[src/rtl/mem_port_arbiter.sv]
// -----------------------------------------------------------------------------
// mem_port_arbiter
//   Shares one single-port unified memory between the fetch stage (instruction
//   reads) and the MEM stage (data loads/stores). Each access is a
//   request/ready handshake to memory, answered with a one-cycle ack and
//   registered read data. Per-port stall requests and a sticky timeout flag
//   are also produced.
//
//   Optional feature macro: ARB_RR_EN
//     defined   : round-robin between fetch and data on simultaneous requests
//     undefined : fixed priority, data port always wins
//
// state      | meaning
// -----------+--------------------------------------------------------------
// S_IDLE     | no access in flight; sample requests and grant one port
// S_GRANT_IF | fetch access on the memory bus, waiting for mem_ready/timeout
// S_GRANT_DM | data access on the memory bus, waiting for mem_ready/timeout
// S_DONE     | ack pulse to the granted port; requests are not sampled
//
// Ports
//   i_clk, i_rst_n                        clock, async active-low reset
//   i_if_req, i_if_addr                   fetch read request
//   o_if_ack, o_if_rdata                  fetch completion pulse and data
//   i_dm_req, i_dm_we, i_dm_addr,
//   i_dm_wdata                            data load/store request
//   o_dm_ack, o_dm_rdata                  data completion pulse and load data
//   o_mem_req, o_mem_we, o_mem_addr,
//   o_mem_wdata                           memory request side
//   i_mem_ready, i_mem_rdata              memory completion and read data
//   o_if_stall, o_dm_stall                stall requests toward stall_unit
//   o_bus_err                             sticky memory timeout flag
// -----------------------------------------------------------------------------
module mem_port_arbiter #(
    parameter int ADDR_W      = 32,
    parameter int DATA_W      = 32,
    parameter int TIMEOUT_CYC = 255
) (
    input  logic              i_clk,
    input  logic              i_rst_n,
    input  logic              i_if_req,
    input  logic [ADDR_W-1:0] i_if_addr,
    output logic              o_if_ack,
    output logic [DATA_W-1:0] o_if_rdata,
    input  logic              i_dm_req,
    input  logic              i_dm_we,
    input  logic [ADDR_W-1:0] i_dm_addr,
    input  logic [DATA_W-1:0] i_dm_wdata,
    output logic              o_dm_ack,
    output logic [DATA_W-1:0] o_dm_rdata,
    output logic              o_mem_req,
    output logic              o_mem_we,
    output logic [ADDR_W-1:0] o_mem_addr,
    output logic [DATA_W-1:0] o_mem_wdata,
    input  logic              i_mem_ready,
    input  logic [DATA_W-1:0] i_mem_rdata,
    output logic              o_if_stall,
    output logic              o_dm_stall,
    output logic              o_bus_err
);

    typedef enum logic [1:0] {
        S_IDLE     = 2'd0,
        S_GRANT_IF = 2'd1,
        S_GRANT_DM = 2'd2,
        S_DONE     = 2'd3
    } state_t;

    // Last counted cycle before the access is abandoned.
    localparam logic [7:0] TO_LAST = 8'(TIMEOUT_CYC - 1);

    state_t            r_state;
    logic [7:0]        r_cnt;
    logic              r_if_ack;
    logic              r_dm_ack;
    logic [DATA_W-1:0] r_if_rdata;
    logic [DATA_W-1:0] r_dm_rdata;
    logic              r_mem_req;
    logic              r_mem_we;
    logic [ADDR_W-1:0] r_mem_addr;
    logic [DATA_W-1:0] r_mem_wdata;
    logic              r_bus_err;
    logic              w_pick_dm;
    logic [DATA_W-1:0] w_rdata;

`ifdef ARB_RR_EN
    // 1 = data port got the most recent grant; reset value favours DM next.
    logic              r_last_dm;

    assign w_pick_dm = i_dm_req & (~i_if_req | ~r_last_dm);
`else
    assign w_pick_dm = i_dm_req;
`endif

    // Stores return zero data to the requester.
    assign w_rdata = r_mem_we ? '0 : i_mem_rdata;

    always_ff @(posedge i_clk or negedge i_rst_n) begin
        if (!i_rst_n) begin
            r_state     <= S_IDLE;
            r_cnt       <= '0;
            r_if_ack    <= 1'b0;
            r_dm_ack    <= 1'b0;
            r_if_rdata  <= '0;
            r_dm_rdata  <= '0;
            r_mem_req   <= 1'b0;
            r_mem_we    <= 1'b0;
            r_mem_addr  <= '0;
            r_mem_wdata <= '0;
            r_bus_err   <= 1'b0;
`ifdef ARB_RR_EN
            r_last_dm   <= 1'b0;
`endif
        end else begin
            r_if_ack <= 1'b0;
            r_dm_ack <= 1'b0;
            case (r_state)
                S_IDLE: begin
                    if (i_dm_req || i_if_req) begin
                        r_state     <= w_pick_dm ? S_GRANT_DM : S_GRANT_IF;
                        r_mem_req   <= 1'b1;
                        r_mem_we    <= w_pick_dm & i_dm_we;
                        r_mem_addr  <= w_pick_dm ? i_dm_addr : i_if_addr;
                        r_mem_wdata <= w_pick_dm ? i_dm_wdata : '0;
                        r_cnt       <= '0;
`ifdef ARB_RR_EN
                        r_last_dm   <= w_pick_dm;
`endif
                    end
                end
                S_GRANT_IF, S_GRANT_DM: begin
                    // Ready beats a coincident timeout.
                    if (i_mem_ready) begin
                        r_mem_req <= 1'b0;
                        r_state   <= S_DONE;
                        if (r_state == S_GRANT_DM) begin
                            r_dm_ack   <= 1'b1;
                            r_dm_rdata <= w_rdata;
                        end else begin
                            r_if_ack   <= 1'b1;
                            r_if_rdata <= w_rdata;
                        end
                    end else if (r_cnt == TO_LAST) begin
                        r_mem_req <= 1'b0;
                        r_bus_err <= 1'b1;
                        r_state   <= S_DONE;
                        if (r_state == S_GRANT_DM) begin
                            r_dm_ack   <= 1'b1;
                            r_dm_rdata <= '0;
                        end else begin
                            r_if_ack   <= 1'b1;
                            r_if_rdata <= '0;
                        end
                    end else begin
                        r_cnt <= r_cnt + 8'd1;
                    end
                end
                S_DONE: begin
                    r_state <= S_IDLE;
                end
                default: begin
                    r_state <= S_IDLE;
                end
            endcase
        end
    end

    assign o_if_ack    = r_if_ack;
    assign o_dm_ack    = r_dm_ack;
    assign o_if_rdata  = r_if_rdata;
    assign o_dm_rdata  = r_dm_rdata;
    assign o_mem_req   = r_mem_req;
    assign o_mem_we    = r_mem_we;
    assign o_mem_addr  = r_mem_addr;
    assign o_mem_wdata = r_mem_wdata;
    assign o_bus_err   = r_bus_err;
    assign o_if_stall  = i_if_req & ~r_if_ack;
    assign o_dm_stall  = i_dm_req & ~r_dm_ack;

endmodule

[config.mk]
export PLATFORM = sky130hd
export DESIGN_NAME = mem_port_arbiter
export DESIGN_NICKNAME = d
export VERILOG_FILES = /design/src/rtl/mem_port_arbiter.sv
export SDC_FILE = /design/constraint.sdc
export NUM_CORES = 1
export LEC_CHECK = 0
export CORE_ASPECT_RATIO = 1.75
export CORE_UTILIZATION = 44
export CTS_CLUSTER_SIZE = 40
export DETAILED_ROUTE_END_ITERATION = 10
export PLACE_DENSITY = 0.85
export SYNTH_ARGS = -nofsm -noshare
export SYNTH_HDL_FRONTEND = slang
export SYNTH_SLANG_ARGS = --single-unit
[constraint.sdc]
create_clock -name i_clk -period 3.7 [get_ports i_clk]
set_clock_uncertainty 0.1 [all_clocks]
set_input_delay 0.74 -clock i_clk [delete_from_list [all_inputs] [get_ports i_clk]]
set_output_delay 0.74 -clock i_clk [all_outputs]
set_load 0.005 [all_outputs]
# ---- Word level (Yosys, flattened, before mapping)
# Index checks and enable logic that the tools add are counted.
dict set report op_classes {
  eq_ne 8
  n_addsub 1
  n_mul 0
  shift 0
  n_reduce_logical 12
  order_cmp 0
  div 0
  bitwise_logic 7
  muxes 32
}
# operator count
set op_table {}
lappend op_table {{32-bit two-way mux} 11}
lappend op_table {{8-bit two-way mux} 3}
lappend op_table {{8-bit one-hot mux with 2 select lines} 1}
lappend op_table {{3-bit AND reduction} 4}
lappend op_table {{1-bit two-way mux} 11}
lappend op_table {{8-bit by 1-bit adder with 8-bit output, second input constant} 1}
lappend op_table {{8-bit equality test, second input constant} 1}
lappend op_table {{2-bit two-way mux} 4}
lappend op_table {{2-bit inequality test, second input constant} 3}
lappend op_table {{2-bit one-hot mux with 3 select lines} 1}
lappend op_table {{2-bit equality test, second input constant} 2}
lappend op_table {{1-bit inverter} 4}
lappend op_table {{2-bit AND reduction} 2}
lappend op_table {{4-bit AND reduction} 1}
lappend op_table {{2-bit nonzero test} 2}
lappend op_table {{1-bit AND} 3}
lappend op_table {{3-bit inequality test, second input constant} 1}
lappend op_table {{2-bit by 1-bit equality test with 1-bit output, second input constant} 1}
lappend op_table {{2-bit logical NOT} 1}
lappend op_table {{1-bit one-hot mux with 2 select lines} 1}
lappend op_table {{2-bit OR reduction} 1}
lappend op_table {{1-bit logical OR} 1}
dict set report totals {
  latch_bits 0
  romBits 0
  regBits 143
  memories 0
  ram_bits 0
  in_bits 134
  output_inout_bits 135
  elab_cells 71
}

# ---- Depth between registers and ports, before layout
# Gate-level depths: netlist (run 1).
dict set report logic_depth {
  word_depth 5
  mapped_depth 8
  mapped_depth_nobuf 6
}

# ---- Least setup slack after synthesis (run 1)
# OpenSTA, ideal clock, no wires.
dict set report synth_path {
  kind {input-to-output}
  from {input i_dm_req}
  to {output o_dm_stall}
  slack_ns 1.577
  stages 3
  required_time_ns 2.860
  n_path_buf 2
  arrival_time_ns 1.283
  cell_sequence {buf_6 buf_2 nor2b_1}
}
dict set report synth_via {
  elab_chain_len 1
}
# item line
set synth_lines {}
lappend synth_lines {{start: declaration} 44} ;# input logic i_dm_req,
lappend synth_lines {{1-bit AND} 177} ;# assign o_dm_stall = i_dm_req & ~r_dm_ack;
lappend synth_lines {{end: declaration} 57} ;# output logic o_dm_stall,
# Every way passes these cells.

# ---- Final worst setup path (run 1)
dict set report layout_path {
  from {input i_if_req}
  to {output o_if_stall}
}
dict set report layout_via {
  elab_chain_len 1
}
# item line
set layout_lines {}
lappend layout_lines {{start: declaration} 40} ;# input logic i_if_req,
lappend layout_lines {{1-bit AND} 176} ;# assign o_if_stall = i_if_req & ~r_if_ack;
lappend layout_lines {{end: declaration} 56} ;# output logic o_if_stall,
# Every way passes these cells.

==> impl_metrics.ini, run 1 <==
[routing]
first_iter_violations = 205
wl_per_cell_um = 19.2
route.detailed.drc = 0
drtPass1Iterations = 4
routed-via-count = 4826
route.final.wire_length_um = 17100
ant_nets = 0
vias_per_cell = 5.42

[synth]
synth_top_flop_cell = dfrtp_1
avgSynthCellArea_um2 = 12.8
synthCells = 448
ys_seq_area_share_pct = 62.2
synth_area_um2 = 5750
ys_types = 40
syn_nets = 586
ys_warn_count = 0
synth-async-reset-ratio_pct = 100
synth_edf_count = 0
ys_ff_latch = 143

[placed_design]
post-place-ws_ns = 0.771
dp.cells = 859
io_buffer_count = 268
gp_congestion = 0.868
place_hpwl_um = 12700

[setup_path]
cp-start-kind = primary input
max_stage_delay_ns = 0.64
crit_fanout = 5
crit_chain = clkdlybuf4s50_1, nor2b_1, clkdlybuf4s50_1
cp-end-kind = output pin
cpMostUsedCell = clkdlybuf4s50_1
critPathRequiredTime_ns = 2.86
arrival_ns = 2.10
crit_slowest_cell = clkdlybuf4s50_1
path_buf_inv = 2
cp_top_family = buffers and inverters
critPathKind = in2out

[pwr]
power.density_nw_per_um2 = 812
vdd_drop_max_mv = 0.442
switching_share_pct = 32.0
switching_power_w = 0.00237
clockPowerShare_pct = 21.8
total_power_w = 0.00741
power.share.sequential_pct = 35.6
p_comb_share_pct = 42.6
leakage_nw = 4.04
p_int_w = 0.00504

[cts]
post_cts_resized = 0
ctsHtreeMaxLevel = 4
clock-sinks = 143
clockBufferDepth = 2
clk_latency_ns = 0.41
holdBufCountCts = 0
postCtsSetupRepairBufs = 0
clk_pin_slew_ns = 0.06
root_buffer = clkbuf_16
numCtsBuffers = 17
tritoncts = done

[global_routing]
grt_pass1_wl_um = 26500
globalRouteOverflowTotal = 0
grt_max_degree = 82
gr-usage-all-layers_pct = 26.1
antenna_found_initial = 0
grt_pass1_vias = 5123

[finish]
drive_gt1_share_pct = 7.62
syn_to_final_growth_pct = 58.9
multi_input_area_um2 = 1990
final_common_cell = clkdlybuf4s50_1
fin_nets = 848
fillCellCount = 880
finalNonFillerCells = 890
register_area_um2 = 3580
diodes = 0
final_cell_mix = 266 x clkdlybuf4s50_1, 143 x dfrtp_1, 100 x a22o_1

[sta]
period_needed_ns = 2.94
whs_ns = 0.251
hold_violations = 0
grt_setup_unrepaired = no
setup_slack_ns = 0.758
timing.setup.tns_ns = 0
slew_violations = 0
slew_headroom_pct = 20.0
tightest_slew_ns = 1.20
fmax_mhz = 340
period_share_pct = 79.5
setup_viol = 0

[floorplanning]
dieArea_um2 = 13500
core_um2 = 12600
pin_count = 269
rows = 54
start_util_pct = 45.5
die_h_um = 153
dieWidth_um = 88.4

[outcome]
status = completed

[job]
maxCapViolations = 0

[worst_hold_path]
hold_path.class = in2async
[state kept, by name (all words and copies together), names as in the netlist, 2 cells and up]
register     cells
o_dm_rdata      32
o_if_rdata      32
o_mem_addr      32
o_mem_wdata     32
r_cnt            8
r_state          2
[layer usage]
metal	global-route usage [%]	part of all wire (%)	vias up
met2	46.6	55	212
met5	0	0	-
met4	13.4	3.9	0
met1	28.2	35	2385
li1	-	-	2185
met3	5.51	5.7	44
[synth_stat cells (all sizes together) (2+ instances only)]
master	n	area (µm²)
a211o	2	17.5
a211oi	2	40.0
a21oi	4	23.8
a22o	100	876
a31oi	2	12.5
and2	2	15.0
and3	3	18.8
buf	24	131
clkbuf	10	37.5
dfrtp	143	3580
ha	4	50.1
inv	9	33.8
mux2i	32	320
nand2	38	143
nand3	7	35.0
nand4	3	25.0
nor2	4	22.5
nor2b	4	25.0
nor3	2	15.0
nor3b	4	40.0
o21ai	38	198
o22ai	2	12.5
[layout make-up]
| cell class | count | share of cell area [%] |
|---|---|---|
| clock buffers | 19 | 4.96 |
| inverters | 9 | 0.370 |
| clock inverters | 12 | 1.23 |
| flip-flops and latches | 143 | 39.2 |
| repair buffers | 277 | 30.2 |
| multi-input cells | 262 | 21.8 |
| well taps | 168 | 2.30 |
[kinds of logic (layout without fill, tap and decap cells)]
family | count (synthesis) | after routing | synth area share (%)
adders and majority gates | 4 | 4 | 0.871
muxes | 32 | 32 | 5.57
DFF | 143 | 143 | 62.2
xor gates and xnor gates | 1 | 1 | 0.152
and+or+nand+nor | 69 | 69 | 6.18
AOI/OAI and AO/OA | 156 | 156 | 21.5
buffers and inverters | 43 | 317 | 3.53
[power groups by stage]
stage          registers, W  logic (W)  clock network (W)
2_1_floorplan       0.00263    0.00134                  0
3_3_place_gp        0.00260    0.00305                  0
3_5_place_dp        0.00264    0.00317                  0
4_1_cts             0.00264    0.00318            0.00164
5_1_grt             0.00271    0.00340            0.00172
6_report            0.00264    0.00316            0.00161
[worst reg2reg max path, cell delays in order (launching register included)]
cell     delay, ns
dfrtp_1       0.38
inv_1         0.08
ha_1          0.61
nand2_1       0.25
nor3b_4       0.24
buf_4         0.38
a22o_1        0.23
[through the flow]
stage,area [µm²],utilization [%]
3_5_place_dp,8570,67.8
5_1_grt,9140,72.3
2_1_floorplan,5750,-
4_1_cts,9140,72.3
3_3_place_gp,8570,67.8
6_report,9140,72.3
[worst paths after layout]
kind                            start              to  slack (ns)  cells after the start
max                          i_if_req      o_if_stall        0.76                      3
min                           i_rst_n  o_mem_wdata[2]        0.25                      1
max reg2reg                r_state[1]  o_dm_rdata[17]        1.37                      6
min reg2reg                 o_bus_err       o_bus_err        0.37                      2
max in group asynchronous     i_rst_n   o_dm_rdata[9]        2.43                      2
min in group i_clk          o_bus_err       o_bus_err        0.37                      2
(Power assumes the default switching activity.)
==> inputs of run 2 (changes only) <==
Settings changed: CORE_UTILIZATION 44 to 41, PLACE_DENSITY 0.85 to 0.8.
Clock period 3.7 ns to 2.8 ns, I/O delays scaled along.
==> run 2 against run 1 <==
Clock power rose by 33%; critical path depth stayed put; setup slack lost 0.33 ns; total power is 33% higher; critical path type unchanged; largest cell class unchanged; largest power group unchanged.
==> impl_metrics.ini, run 2 (same netlist as run 1, synthesis figures left out) <==
[global_routing]
antenna_found_initial = 0
grt_pass1_wl_um = 27400
gr-usage-all-layers_pct = 25.0
grt_pass1_vias = 5215
globalRouteOverflowTotal = 0
grt_max_degree = 59

[finish]
fin_nets = 853
diodes = 0
final_common_cell = clkdlybuf4s50_1
final_cell_mix = 266 x clkdlybuf4s50_1, 143 x dfrtp_1, 100 x a22o_1
syn_to_final_growth_pct = 60.1
drive_gt1_share_pct = 8.10
utilization_pct = 68.1

[routing]
drtPass1Iterations = 6
first_iter_violations = 244
routed-via-count = 4832
route.detailed.drc = 0
vias_per_cell = 5.36
route.final.wire_length_um = 17700
wl_per_cell_um = 19.6
ant_nets = 0

[job]
maxCapViolations = 0

[floorplanning]
rows = 56
pin_count = 269
start_util_pct = 42.5
dieWidth_um = 91.5
die_h_um = 159
dieArea_um2 = 14500
core_um2 = 13500

[sta]
hold_violations = 0
setup_viol = 0
slew_violations = 0
period_share_pct = 84.6
tightest_slew_ns = 0.502
grt_setup_unrepaired = no
slew_headroom_pct = 66.5
fmax_mhz = 422
timing.setup.tns_ns = 0
period_needed_ns = 2.37

[setup_path]
crit_fanout = 2
cp-start-kind = primary input
worstRegToRegCells = 6
arrival_ns = 1.71
reg2reg_slack_ns = 0.47
cp-end-kind = output pin
critPathKind = in2out
critPathRequiredTime_ns = 2.14

[worst_hold_path]
hold-path-cell-count = 2
hold_path.class = reg2reg

[cts]
numCtsBuffers = 17
clk_pin_slew_ns = 0.05
ctsHtreeMaxLevel = 4
clockBufferDepth = 2
tritoncts = done
clock-sinks = 143
post_cts_resized = 0
root_buffer = clkbuf_16
clk_latency_ns = 0.41

[placed_design]
gp_congestion = 0.873
place_hpwl_um = 12800
io_buffer_count = 268

[pwr]
power.density_nw_per_um2 = 1070
leakage_nw = 4.08
vdd_drop_max_mv = 0.696

[outcome]
status = completed
==> run 2: layout make-up <==
type	instances	area, µm²
fill	971	4320
clock inverter	14	133
inverter	9	33.8
sequential	143	3580
timing repair buffer	282	2820
tap	174	218
multi-input combinational	262	1990
clock buffer	18	429
==> run 2: layer usage <==
| metal | track usage [%] | share of wire, % | vias to the layer above |
|---|---|---|---|
| li1 | - | - | 2195 |
| met1 | 26.0 | 35 | 2375 |
| met2 | 45.0 | 53 | 221 |
| met3 | 8.83 | 8.2 | 41 |
| met4 | 11.2 | 3.3 | 0 |
| met5 | 0 | 0 | - |
==> run 2: final timing paths <==
check / start / to
hold reg to reg: o_mem_addr[31] / o_mem_addr[31]
max in group asynchronous: i_rst_n / o_mem_addr[15]
setup reg to reg: r_state[1] / o_dm_rdata[13]
setup / recovery: i_if_req / o_if_stall
hold / removal: o_mem_addr[31] / o_mem_addr[31]
min in group asynchronous: i_rst_n / o_if_rdata[25]
==> run 2: timing repair <==
| item | 4_1_cts | 5_1_grt |
|---|---|---|
| endpoints found under the hold margin | 6 | 0 |
| buffers inserted | 0 | 0 |
| hold buffers | 1 | 0 |
| setup endpoints to repair | 0 | 0 |
==> run 2: stage by stage <==
step / cells / cell area, µm² / hold slack, ns / worst slack, ns / total power [W]
after CTS: 902 / 9200 / 0.383 / 0.427 / 0.00994
after floorplan: 448 / 5750 / 0.164 / 1.00 / 0.00525
after global placement: 869 / 8630 / 0.365 / 0.459 / 0.00756
after detailed placement: 869 / 8630 / 0.370 / 0.433 / 0.00775
after global routing: 902 / 9200 / 0.396 / 0.339 / 0.0104
final: 902 / 9200 / 0.377 / 0.431 / 0.00988
==> run 2: worst max-delay path, stage by stage <==
cell,delay (ns)
clkdlybuf4s50_1,0.49
nor2b_1,0.15
clkdlybuf4s50_1,0.51
==> run 2: power breakdown <==
part	switching, W	internal [W]	leakage [nW]
clock network	0.000908	0.00124	0.279
logic	0.00176	0.00249	1.99
registers	0.000554	0.00294	1.82
